### config.mk
export PLATFORM = sky130hd
export DESIGN_NAME = rename_ctrl_flat
export DESIGN_NICKNAME = d
export VERILOG_FILES = /design/src/rtl/rename_ctrl_pkg.sv /design/src/rtl/rename_ctrl_if.sv /design/src/rtl/rename_freelist.sv /design/src/rtl/rename_ctrl.sv /design/src/flat_wrapper.sv
export SDC_FILE = /design/constraint.sdc
export NUM_CORES = 1
export LEC_CHECK = 0
export BUFFER_PORTS_ARGS = -buffer_cell sky130_fd_sc_hd__buf_2
export CAP_MARGIN = 20
export CORE_MARGIN = 3
export CORE_UTILIZATION = 55
export CTS_BUF_LIST = sky130_fd_sc_hd__clkbuf_8
export DETAILED_ROUTE_END_ITERATION = 10
export PLACE_DENSITY = 0.78
export SYNTH_ARGS = -nofsm -noshare
export SYNTH_HDL_FRONTEND = slang
export SYNTH_SLANG_ARGS = --single-unit
### constraint.sdc
create_clock -name clk -period 2.7 [get_ports clk]
set_input_delay 0.27 -clock clk [delete_from_list [all_inputs] [get_ports clk]]
set_output_delay 0.27 -clock clk [all_outputs]
set_load 0.02 [all_outputs]
### src/rtl/rename_ctrl_pkg.sv
// Shared sizes, types and helpers for the rename controller and its free list.
package rename_ctrl_pkg;

  localparam int unsigned NUM_AREGS = 32;
  localparam int unsigned NUM_PREGS = 64;
  localparam int unsigned FL_DEPTH  = NUM_PREGS - NUM_AREGS;
  localparam int unsigned AREG_W    = $clog2(NUM_AREGS);
  localparam int unsigned PREG_W    = $clog2(NUM_PREGS);
  localparam int unsigned FL_PTR_W  = $clog2(FL_DEPTH) + 1;

  typedef logic [AREG_W-1:0]   areg_t;
  typedef logic [PREG_W-1:0]   preg_t;
  typedef logic [FL_PTR_W-1:0] fl_ptr_t;

  typedef enum logic [1:0] {StInit, StRun, StRecover} state_e;

  typedef struct packed {
    preg_t src1;
    preg_t src2;
    preg_t dst;
    preg_t old_dst;
    logic  dst_valid;
  } renamed_inst_t;

  // x0 is hardwired, so it never gets a new alias.
  function automatic logic is_dst_eff(input logic dst_valid, input areg_t dst_areg);
    return dst_valid && (dst_areg != '0);
  endfunction

endpackage

### src/rtl/rename_ctrl_if.sv
// Rename-stage bundle: upstream/downstream handshakes, RAT access, commit and flush.
interface rename_ctrl_if;
  import rename_ctrl_pkg::*;

  logic        in_valid;
  logic        in_ready;
  areg_t       in_src1_areg;
  areg_t       in_src2_areg;
  areg_t       in_dst_areg;
  logic        in_dst_valid;

  logic        out_valid;
  logic        out_ready;
  preg_t       out_src1_preg;
  preg_t       out_src2_preg;
  preg_t       out_dst_preg;
  preg_t       out_old_dst_preg;
  logic        out_dst_valid;

  areg_t [2:0] rat_rd_areg;
  preg_t [2:0] rat_rd_preg;
  logic        rat_w_en;
  areg_t       rat_w_areg;
  preg_t       rat_w_preg;
  logic        rat_restore;

  logic        commit_valid;
  logic        commit_has_dst;
  preg_t       commit_free_preg;
  logic        flush;

  modport master (
    output in_valid, in_src1_areg, in_src2_areg, in_dst_areg, in_dst_valid, out_ready,
    output rat_rd_preg, commit_valid, commit_has_dst, commit_free_preg, flush,
    input  in_ready, out_valid, out_src1_preg, out_src2_preg, out_dst_preg, out_old_dst_preg,
    input  out_dst_valid, rat_rd_areg, rat_w_en, rat_w_areg, rat_w_preg, rat_restore
  );

  modport slave (
    input  in_valid, in_src1_areg, in_src2_areg, in_dst_areg, in_dst_valid, out_ready,
    input  rat_rd_preg, commit_valid, commit_has_dst, commit_free_preg, flush,
    output in_ready, out_valid, out_src1_preg, out_src2_preg, out_dst_preg, out_old_dst_preg,
    output out_dst_valid, rat_rd_areg, rat_w_en, rat_w_areg, rat_w_preg, rat_restore
  );

endinterface

### src/rtl/rename_freelist.sv
// Circular free list of pregs: speculative head for allocation, commit head for
// flush rewind, tail for frees. Self-fills with NUM_AREGS..NUM_PREGS-1 out of reset.
module rename_freelist
  import rename_ctrl_pkg::*;
(
  input  logic    clk,
  input  logic    rst,
  input  logic    alloc_i,
  input  logic    push_i,
  input  preg_t   push_preg_i,
  input  logic    rewind_i,
  output logic    fill_last_o,
  output preg_t   head_preg_o,
  output fl_ptr_t count_o
);

  localparam int unsigned IdxW   = FL_PTR_W - 1;
  localparam fl_ptr_t     PtrOne = fl_ptr_t'(1);

  preg_t           fl_q [FL_DEPTH];
  logic            fill_q;
  fl_ptr_t         spec_head_q, commit_head_q, tail_q;
  logic            wr_en;
  preg_t           wr_data;
  logic [IdxW-1:0] tail_idx, head_idx;

  assign tail_idx    = tail_q[IdxW-1:0];
  assign head_idx    = spec_head_q[IdxW-1:0];
  assign fill_last_o = fill_q && (tail_q == fl_ptr_t'(FL_DEPTH - 1));
  assign head_preg_o = fl_q[head_idx];
  assign count_o     = tail_q - spec_head_q;
  assign wr_en       = fill_q || push_i;
  assign wr_data     = fill_q ? preg_t'(NUM_AREGS) + preg_t'(tail_q) : push_preg_i;

  always_ff @(posedge clk) begin
    if (wr_en) fl_q[tail_idx] <= wr_data;
  end

  always_ff @(posedge clk or posedge rst) begin
    if (rst) begin
      fill_q        <= 1'b1;
      spec_head_q   <= '0;
      commit_head_q <= '0;
      tail_q        <= '0;
    end else if (fill_q) begin
      tail_q <= tail_q + PtrOne;
      if (fill_last_o) fill_q <= 1'b0;
    end else begin
      if (push_i) begin
        tail_q        <= tail_q + PtrOne;
        commit_head_q <= commit_head_q + PtrOne;
      end
      // Rewind includes a commit landing in the same cycle.
      if (rewind_i)     spec_head_q <= commit_head_q + fl_ptr_t'(push_i);
      else if (alloc_i) spec_head_q <= spec_head_q + PtrOne;
    end
  end

  assert property (@(posedge clk) disable iff (rst)
    !(push_i && !fill_q && (count_o == fl_ptr_t'(FL_DEPTH))));

endmodule

### src/rtl/rename_ctrl.sv
// Rename stage: reads RAT aliases, allocates a new preg, writes it back, and
// registers the renamed instruction behind a valid/ready handshake.
module rename_ctrl
  import rename_ctrl_pkg::*;
(
  input logic          clk,
  input logic          rst,
  rename_ctrl_if.slave bus
);

  state_e        state_q;
  renamed_inst_t out_q, out_d;
  logic          out_valid_q, rat_restore_q;
  logic          dst_eff, accept, alloc, push, rewind, fill_last;
  preg_t         head_preg;
  fl_ptr_t       fl_count;

  assign dst_eff = is_dst_eff(bus.in_dst_valid, bus.in_dst_areg);
  assign bus.in_ready = (state_q == StRun) && !bus.flush && (!out_valid_q || bus.out_ready) &&
                        (!dst_eff || (fl_count != '0));
  assign accept = bus.in_valid && bus.in_ready;
  assign alloc  = accept && dst_eff;
  assign push   = (state_q != StInit) && bus.commit_valid && bus.commit_has_dst;
  assign rewind = (state_q != StInit) && bus.flush;

  assign bus.rat_rd_areg = {bus.in_dst_areg, bus.in_src2_areg, bus.in_src1_areg};
  assign bus.rat_w_en    = alloc;
  assign bus.rat_w_areg  = bus.in_dst_areg;
  assign bus.rat_w_preg  = head_preg;
  assign bus.rat_restore = rat_restore_q;

  assign bus.out_valid        = out_valid_q;
  assign bus.out_src1_preg    = out_q.src1;
  assign bus.out_src2_preg    = out_q.src2;
  assign bus.out_dst_preg     = out_q.dst;
  assign bus.out_old_dst_preg = out_q.old_dst;
  assign bus.out_dst_valid    = out_q.dst_valid;

  always_comb begin
    out_d      = '0;
    out_d.src1 = bus.rat_rd_preg[0];
    out_d.src2 = bus.rat_rd_preg[1];
    if (dst_eff) begin
      out_d.dst       = head_preg;
      out_d.old_dst   = bus.rat_rd_preg[2];
      out_d.dst_valid = 1'b1;
    end
  end

  rename_freelist u_freelist (
    .clk        (clk),
    .rst        (rst),
    .alloc_i    (alloc),
    .push_i     (push),
    .push_preg_i(bus.commit_free_preg),
    .rewind_i   (rewind),
    .fill_last_o(fill_last),
    .head_preg_o(head_preg),
    .count_o    (fl_count)
  );

  always_ff @(posedge clk or posedge rst) begin
    if (rst) begin
      state_q       <= StInit;
      out_valid_q   <= 1'b0;
      out_q         <= '0;
      rat_restore_q <= 1'b0;
    end else begin
      rat_restore_q <= 1'b0;
      case (state_q)
        StInit: if (fill_last) state_q <= StRun;
        StRun, StRecover: begin
          if (bus.flush) begin
            state_q       <= StRecover;
            rat_restore_q <= 1'b1;
          end else begin
            state_q <= StRun;
          end
        end
        default: state_q <= StInit;
      endcase
      if (rewind) begin
        out_valid_q <= 1'b0;
      end else if (accept) begin
        out_valid_q <= 1'b1;
        out_q       <= out_d;
      end else if (bus.out_ready) begin
        out_valid_q <= 1'b0;
      end
    end
  end

endmodule
### src/flat_wrapper.sv
// flat-port wrapper written by rule: the top's interface ports become plain ports
module rename_ctrl_flat import rename_ctrl_pkg::*;
  (clk, rst, bus_in_valid, bus_in_src1_areg, bus_in_src2_areg, bus_in_dst_areg, bus_in_dst_valid, bus_out_ready, bus_rat_rd_preg, bus_commit_valid, bus_commit_has_dst, bus_commit_free_preg, bus_flush, bus_in_ready, bus_out_valid, bus_out_src1_preg, bus_out_src2_preg, bus_out_dst_preg, bus_out_old_dst_preg, bus_out_dst_valid, bus_rat_rd_areg, bus_rat_w_en, bus_rat_w_areg, bus_rat_w_preg, bus_rat_restore);
  rename_ctrl_if bus_i ();
  input logic clk;
  input logic rst;
  input wire logic [$bits(bus_i.in_valid)-1:0] bus_in_valid;
  input wire logic [$bits(bus_i.in_src1_areg)-1:0] bus_in_src1_areg;
  input wire logic [$bits(bus_i.in_src2_areg)-1:0] bus_in_src2_areg;
  input wire logic [$bits(bus_i.in_dst_areg)-1:0] bus_in_dst_areg;
  input wire logic [$bits(bus_i.in_dst_valid)-1:0] bus_in_dst_valid;
  input wire logic [$bits(bus_i.out_ready)-1:0] bus_out_ready;
  input wire logic [$bits(bus_i.rat_rd_preg)-1:0] bus_rat_rd_preg;
  input wire logic [$bits(bus_i.commit_valid)-1:0] bus_commit_valid;
  input wire logic [$bits(bus_i.commit_has_dst)-1:0] bus_commit_has_dst;
  input wire logic [$bits(bus_i.commit_free_preg)-1:0] bus_commit_free_preg;
  input wire logic [$bits(bus_i.flush)-1:0] bus_flush;
  output wire logic [$bits(bus_i.in_ready)-1:0] bus_in_ready;
  output wire logic [$bits(bus_i.out_valid)-1:0] bus_out_valid;
  output wire logic [$bits(bus_i.out_src1_preg)-1:0] bus_out_src1_preg;
  output wire logic [$bits(bus_i.out_src2_preg)-1:0] bus_out_src2_preg;
  output wire logic [$bits(bus_i.out_dst_preg)-1:0] bus_out_dst_preg;
  output wire logic [$bits(bus_i.out_old_dst_preg)-1:0] bus_out_old_dst_preg;
  output wire logic [$bits(bus_i.out_dst_valid)-1:0] bus_out_dst_valid;
  output wire logic [$bits(bus_i.rat_rd_areg)-1:0] bus_rat_rd_areg;
  output wire logic [$bits(bus_i.rat_w_en)-1:0] bus_rat_w_en;
  output wire logic [$bits(bus_i.rat_w_areg)-1:0] bus_rat_w_areg;
  output wire logic [$bits(bus_i.rat_w_preg)-1:0] bus_rat_w_preg;
  output wire logic [$bits(bus_i.rat_restore)-1:0] bus_rat_restore;
  assign bus_i.in_valid = bus_in_valid;
  assign bus_i.in_src1_areg = bus_in_src1_areg;
  assign bus_i.in_src2_areg = bus_in_src2_areg;
  assign bus_i.in_dst_areg = bus_in_dst_areg;
  assign bus_i.in_dst_valid = bus_in_dst_valid;
  assign bus_i.out_ready = bus_out_ready;
  assign bus_i.rat_rd_preg = bus_rat_rd_preg;
  assign bus_i.commit_valid = bus_commit_valid;
  assign bus_i.commit_has_dst = bus_commit_has_dst;
  assign bus_i.commit_free_preg = bus_commit_free_preg;
  assign bus_i.flush = bus_flush;
  assign bus_in_ready = bus_i.in_ready;
  assign bus_out_valid = bus_i.out_valid;
  assign bus_out_src1_preg = bus_i.out_src1_preg;
  assign bus_out_src2_preg = bus_i.out_src2_preg;
  assign bus_out_dst_preg = bus_i.out_dst_preg;
  assign bus_out_old_dst_preg = bus_i.out_old_dst_preg;
  assign bus_out_dst_valid = bus_i.out_dst_valid;
  assign bus_rat_rd_areg = bus_i.rat_rd_areg;
  assign bus_rat_w_en = bus_i.rat_w_en;
  assign bus_rat_w_areg = bus_i.rat_w_areg;
  assign bus_rat_w_preg = bus_i.rat_w_preg;
  assign bus_rat_restore = bus_i.rat_restore;
  rename_ctrl u_core (.clk(clk), .rst(rst), .bus(bus_i));
endmodule
# Word-level counts from Yosys, hierarchy flattened
# Memory sizes are Yosys's and may differ from the RTL's.
# Index checks and enable logic that the tools add are counted.
dict set report totals {
  register_bits 48
  ram_bits 192
  output_inout_bits 55
  word_cells 70
  mem_count 1
}
# memory words width rd rd_ports_with_merged_regs write_ports line_no
set mem_list {}
lappend mem_list {u_core.u_freelist.fl_q 32 6 1 0 1 rename_freelist.sv:20} ;# preg_t fl_q [FL_DEPTH];
dict set report classes {
  n_addsub 6
  eq_ne 4
  n_mux 18
  bitwise 2
  reduce_logical 27
}
# op count
set ops {}
lappend ops {{$mux 6} 5}
lappend ops {{$add 6x1->6 const B} 3}
lappend ops {{$mux 13} 1}
lappend ops {{$logic_and 1x1->1} 10}
lappend ops {{$mux 1} 9}
lappend ops {{$add 6x1->6} 1}
lappend ops {{$add 6x6->6 const A} 1}
lappend ops {{$eq 6x5->1 const B} 1}
lappend ops {{$reduce_and 2->1} 3}
lappend ops {{$reduce_bool 2->1} 3}
lappend ops {{$reduce_bool 6->1} 1}
lappend ops {{$sub 6x6->6} 1}
lappend ops {{$reduce_bool 5->1} 1}
lappend ops {{$mux 2} 2}
lappend ops {{$pmux 2 s2} 1}
lappend ops {{$logic_not 1->1} 3}
lappend ops {{$logic_or 1x1->1} 3}
lappend ops {{$reduce_bool 3->1} 1}
lappend ops {{$eq 2x1->1 const B} 1}
lappend ops {{$eq 2x2->1 const B} 1}
lappend ops {{$logic_not 2->1} 1}
lappend ops {{$ne 2x1->1 const B} 1}
lappend ops {{$not 1->1} 2}
lappend ops {{$reduce_or 2->1} 1}

# Depth between registers and ports, before layout
dict set report depth {
  depth_word 9
  ltp_mapped 12
  ltp_nobuf 11
}

# Hierarchy
# From an unflattened synthesis, not the netlist that was laid out.
dict set report unflattened {
  hier_cells 595
  hier_area_um2 10259.8
}
# module instances cells_each area_per_inst_um2
set by_module_without_submodules {}
lappend by_module_without_submodules {rename_freelist 1 482 8812.2}
lappend by_module_without_submodules {rename_ctrl 1 113 1447.6}

# Worst setup path after synthesis
# OpenSTA, ideal clock, no wires.
dict set report synth_path {
  path_type {flip-flop to flip-flop}
  startpoint {register u_core.u_freelist.spec_head_q[2]}
  endpoint {register u_core.u_freelist.spec_head_q[1]}
  arrival_time_ns 2.674
  required_ns 2.537
  slack_ns -0.137
  path_stages_with_launch 12
  period_less_slack_ns 2.837
  path_cell_list {dfrtp_1 buf_2 buf_2 buf_2 inv_1 ha_1 and2_1 o211a_1 and4_4 buf_6 nor3_2 o311ai_0}
}
dict set report synth_between {
  elab_chain_len 8
}
# element line_no
set synth_lines {}
lappend synth_lines {{from (decl)} rename_freelist.sv:22} ;# fl_ptr_t spec_head_q, commit_head_q, tail_q;
lappend synth_lines {{from (signal assigned)} rename_freelist.sv:54} ;# if (rewind_i) spec_head_q <= commit_head_q + fl_ptr_t'(push_i);
lappend synth_lines {{from (signal assigned)} rename_freelist.sv:55} ;# else if (alloc_i) spec_head_q <= spec_head_q + PtrOne;
lappend synth_lines {{$sub 6x6->6} rename_freelist.sv:31} ;# assign count_o = tail_q - spec_head_q;
lappend synth_lines {{$reduce_bool 6->1} rename_ctrl.sv:20} ;# (!dst_eff || (fl_count != '0));
lappend synth_lines {{$logic_or 1x1->1} rename_ctrl.sv:20}
lappend synth_lines {{$logic_and 1x1->1} rename_ctrl.sv:19} ;# assign bus.in_ready = (state_q == StRun) && !bus.flush && (!out_valid_q || bus.out_ready) &&
lappend synth_lines {{$logic_and 1x1->1} rename_ctrl.sv:21} ;# assign accept = bus.in_valid && bus.in_ready;
lappend synth_lines {{$logic_and 1x1->1} rename_ctrl.sv:22} ;# assign alloc = accept && dst_eff;
lappend synth_lines {{via bus_rat_w_en} flat_wrapper.sv:26} ;# output wire logic [$bits(bus_i.rat_w_en)-1:0] bus_rat_w_en;
lappend synth_lines {{$reduce_bool 2->1 (no line)} -}
lappend synth_lines {{$reduce_and 2->1 (no line)} -}
# The timed path passes the listed nets, and every way through them passes these cells.
# A chain may end at the register's enable or synchronous reset.

# Worst setup path in the final report
dict set report layout_path {
  startpoint {register u_core.u_freelist.spec_head_q[0]}
  endpoint {output port bus_rat_w_preg[5]}
}
dict set report layout_between {
  elab_chain_len 1
}
# element line_no
set layout_lines {}
lappend layout_lines {{$mem_v2 32x6} -}
lappend layout_lines {{to (decl)} flat_wrapper.sv:28} ;# output wire logic [$bits(bus_i.rat_w_preg)-1:0] bus_rat_w_preg;
# Every way passes these cells.

==> results.ini <==
[route]
viasPerCell=6.05
drt_iter0_markers=567
drtAntennaViolNets=0
avgRoutedWirePerCell_um=23.2
dr.pass1.iters=5
vias=6233
drc=0
wl_mm=23.9

[clock_tree]
cts_buffers=38
clockRootBuffer=clkbuf_8
path_clk_slew_ps=60
clock_latency_ps=540
htreeDepth=2
cts_tree=built
clock-sinks=240
cts_buffer_depth=3

[grt]
use_met1_pct=31.6
grt-busiest-layer=met2
grt_pass1_vias=6346
grt_overflow=0
grt_start_max_net_pins=49
antenna_found_initial=0
use_met2_pct=39.8
grt.total_usage_pct=23.7
met3_usage_pct=4.89
grt_pass1_wl_mm=36.6

[logic_synthesis]
synth-edff-count=192
syn_avg_cell_area_um2=16.5
synth_nets=686
yosysUniqueCellTypes=61
synth_top_family_by_area=multiplexers
synth-async-reset-ratio_pct=20.0
ys_ff_latch=240
synth_xor_area_share_pct=1.19
synthesis.area_um2=10300
synth_compound_area_share_pct=5.09
muxShareOfSynthArea_pct=13.7
synth_top_cell_by_area=edfxtp_1
yosys.area_share.simple_pct=6.25
ys_seq_area_share_pct=67.7
ys_warn_count=0
synth_top_area_share_pct=56.1
netlist_instances=623
synthAdderAreaFrac_pct=1.95
yosys_most_used_dff=edfxtp_1
synth_area_leaders=edfxtp_1 (56%), dfrtp_1 (11%), mux4_2 (8.3%)

[floorplanning]
start_util_pct=56.7
std_cell_rows=49
io_pins=102
die_h_um=143
dieArea_um2=20400
die_w_um=143
coreArea_um2=18100

[worst_setup_path]
r2r-start=u_core.u_freelist.spec_head_q[0]$_DFFE_PP0P_
end_kind=primary output
critPathRequiredTime_ps=2430
path_class=reg2out
cp_max_fo=5
crit_arrival_ps=2450
reg2regPathDepth=10
r2r-end=u_core.bus.out_src1_preg[1]$_DFFE_PP0P_
critPathLaunch=u_core.u_freelist.spec_head_q[0]$_DFFE_PP0P_
setup.worst_path.end=bus_rat_w_preg[5]
ff2ff_setup_slack_ps=150
critPathLaunchType=flop

[layout]
nets=836
drive_gt1_share_pct=37.6
syn2layout_area_growth_pct=20.2
fin_util_pct=68.1
nFillCells=1170
insertedDiodeCount=0

[sta]
setup_viol=1
fmax_mhz=367
rsz0062_at_grt=true
fin_crit_ps=2720
worstMarginPinSlew_ps=777
fin_crit_sh_pct=101
layout_setup_ws_ps=-24.7
final_max_slew_viol_count=0
max-slew-margin-rel_pct=48.2
clock_skew_ps=23.5
hold_viol=0

[placement]
dp_hpwl_mm=14.7
port_buffers=81
place_congestion=0.857

[outcome]
status=finished, violations left
violations=setup timing

[flow_run]
maxCapViolCount=0

[power]
p_leak_nw=4.61
finalPower_mw=7.41
power_per_cell_area_nw_per_um2=599
vdd_drop_max_uv=510

[min_path]
hp-class=in2reg

worst max-delay path, cell delays in order (launching register included):
cell and delay, ps:
dfrtp_4 510, buf_12 160, buf_6 120, mux4_2 420, a22o_1 260, a211oi_2 190, a21oi_2 90, buf_4 170
synthesized netlist by cell type, drive strengths merged (8+ instances only):
| cell type | n |
|---|---|
| edfxtp | 192 |
| dfrtp | 47 |
| nor2 | 47 |
| buf | 38 |
| mux4 | 38 |
| mux2i | 28 |
| nand2 | 27 |
| mux2 | 23 |
| inv | 18 |
| ha | 16 |
| a21oi | 13 |
| clkbuf | 12 |
| a22o | 11 |
| nand3 | 8 |
| o221ai | 8 |
| xnor2 | 8 |
layout make-up:
class                           instances  area [um2]  share of cell area, %
Timing Repair Buffer                  160        1220                   9.87
Inverter                               18        70.1                  0.567
Sequential cell                       240        6970                   56.4
Tap cell                              229         287                   2.32
Multi-Input combinational cell        315        3100                   25.1
Clock inverter                         30         188                   1.52
Clock buffer                           38         523                   4.23
worst min-delay path by stage:
stage                                                         from                                              to  cells after the start
floorplan                                      bus_rat_rd_preg[12]      u_core.bus.out_old_dst_preg[0]$_DFFE_PP0P_                      2
global placement              u_core.bus.out_dst_valid$_DFFE_PP0P_            u_core.bus.out_dst_valid$_DFFE_PP0P_                      1
detailed placement  u_core.u_freelist.commit_head_q[5]$_DFFE_PP0P_  u_core.u_freelist.commit_head_q[5]$_DFFE_PP0P_                      1
CTS                                                            rst         u_core.u_freelist.tail_q[1]$_DFFE_PP0P_                      2
global route                                   bus_rat_rd_preg[16]      u_core.bus.out_old_dst_preg[4]$_DFFE_PP0P_                      3
finish                                         bus_rat_rd_preg[16]      u_core.bus.out_old_dst_preg[4]$_DFFE_PP0P_                      3
registers in the layout, indices dropped and copies added, names as in the netlist:
name / flops
u_core.state_q: 2
u_core.bus.rat_restore: 1
u_core.u_freelist.fl_q: 192
u_core.bus.out_src1_preg: 6
u_core.bus.out_valid: 1
u_core.bus.out_dst_preg: 6
u_core.u_freelist.spec_head_q: 6
u_core.u_freelist.fill_q: 1
u_core.bus.out_src2_preg: 6
u_core.u_freelist.commit_head_q: 6
u_core.bus.out_old_dst_preg: 6
u_core.u_freelist.tail_q: 6
u_core.bus.out_dst_valid: 1
logic make-up (layout without fill, tap and decap cells):
| group | after synthesis | count (layout) |
|---|---|---|
| compound gates | 70 | 70 |
| xor+xnor | 14 | 14 |
| fa+ha+maj | 16 | 16 |
| buf+inv | 68 | 246 |
| flops | 240 | 240 |
| mux | 89 | 89 |
| simple gates | 126 | 126 |
per-layer routing:
layer  vias up  routed length (um)
met5         -                   0
met4         0                 527
met3        48                1890
met2       333               11900
met1      3153                9550
li1       2699                   -
where the power goes:
part	leakage, nW	switching, mW	internal [mW]	total [mW]
clock network	0.398	1.39	1.52	2.92
logic	1.87	0.265	0.208	0.473
registers	2.34	0.00935	4.01	4.02
cell usage in the layout (no fill, tap or decap), types with 7 or more instances in the layout:
cell type	instances
clkinv_1	11
clkinv_2	8
mux2i_1	27
ha_1	13
mux2_2	18
inv_1	22
o221ai_1	7
nand2_1	26
a21oi_2	8
dfrtp_1	45
o21ai_0	7
a22o_1	11
edfxtp_1	192
buf_4	54
dlygate4sd3_1	18
clkbuf_8	38
buf_2	74
xnor2_1	8
nand3_1	7
nor2_1	41
mux4_2	38
metrics by stage:
step | setup TNS, ps | hold WS (ps) | cells | setup slack [ps] | area, um2
6_report | -24.7 | 20.2 | 1030 | -24.7 | 12400
5_1_grt | -195 | 32.0 | 1030 | -63.6 | 12400
4_1_cts | -25.6 | 5.88 | 1018 | -10.6 | 12100
3_5_place_dp | 0 | 469 | 922 | 128 | 11000
3_3_place_gp | 0 | 468 | 922 | 214 | 11000
2_1_floorplan | 0 | 407 | 623 | 6.95 | 10300
what timing repair did:
action | in CTS | in global routing
setup buffers | 10 | 9
gates resized for setup | 33 | 26
hold buffers | 17 | 1
gates cloned | 1 | 1
endpoints found under the hold margin | 17 | 24
endpoints found under the setup margin | 8 | 55
pin swaps | 10 | 10
(Power assumes the default switching activity.)
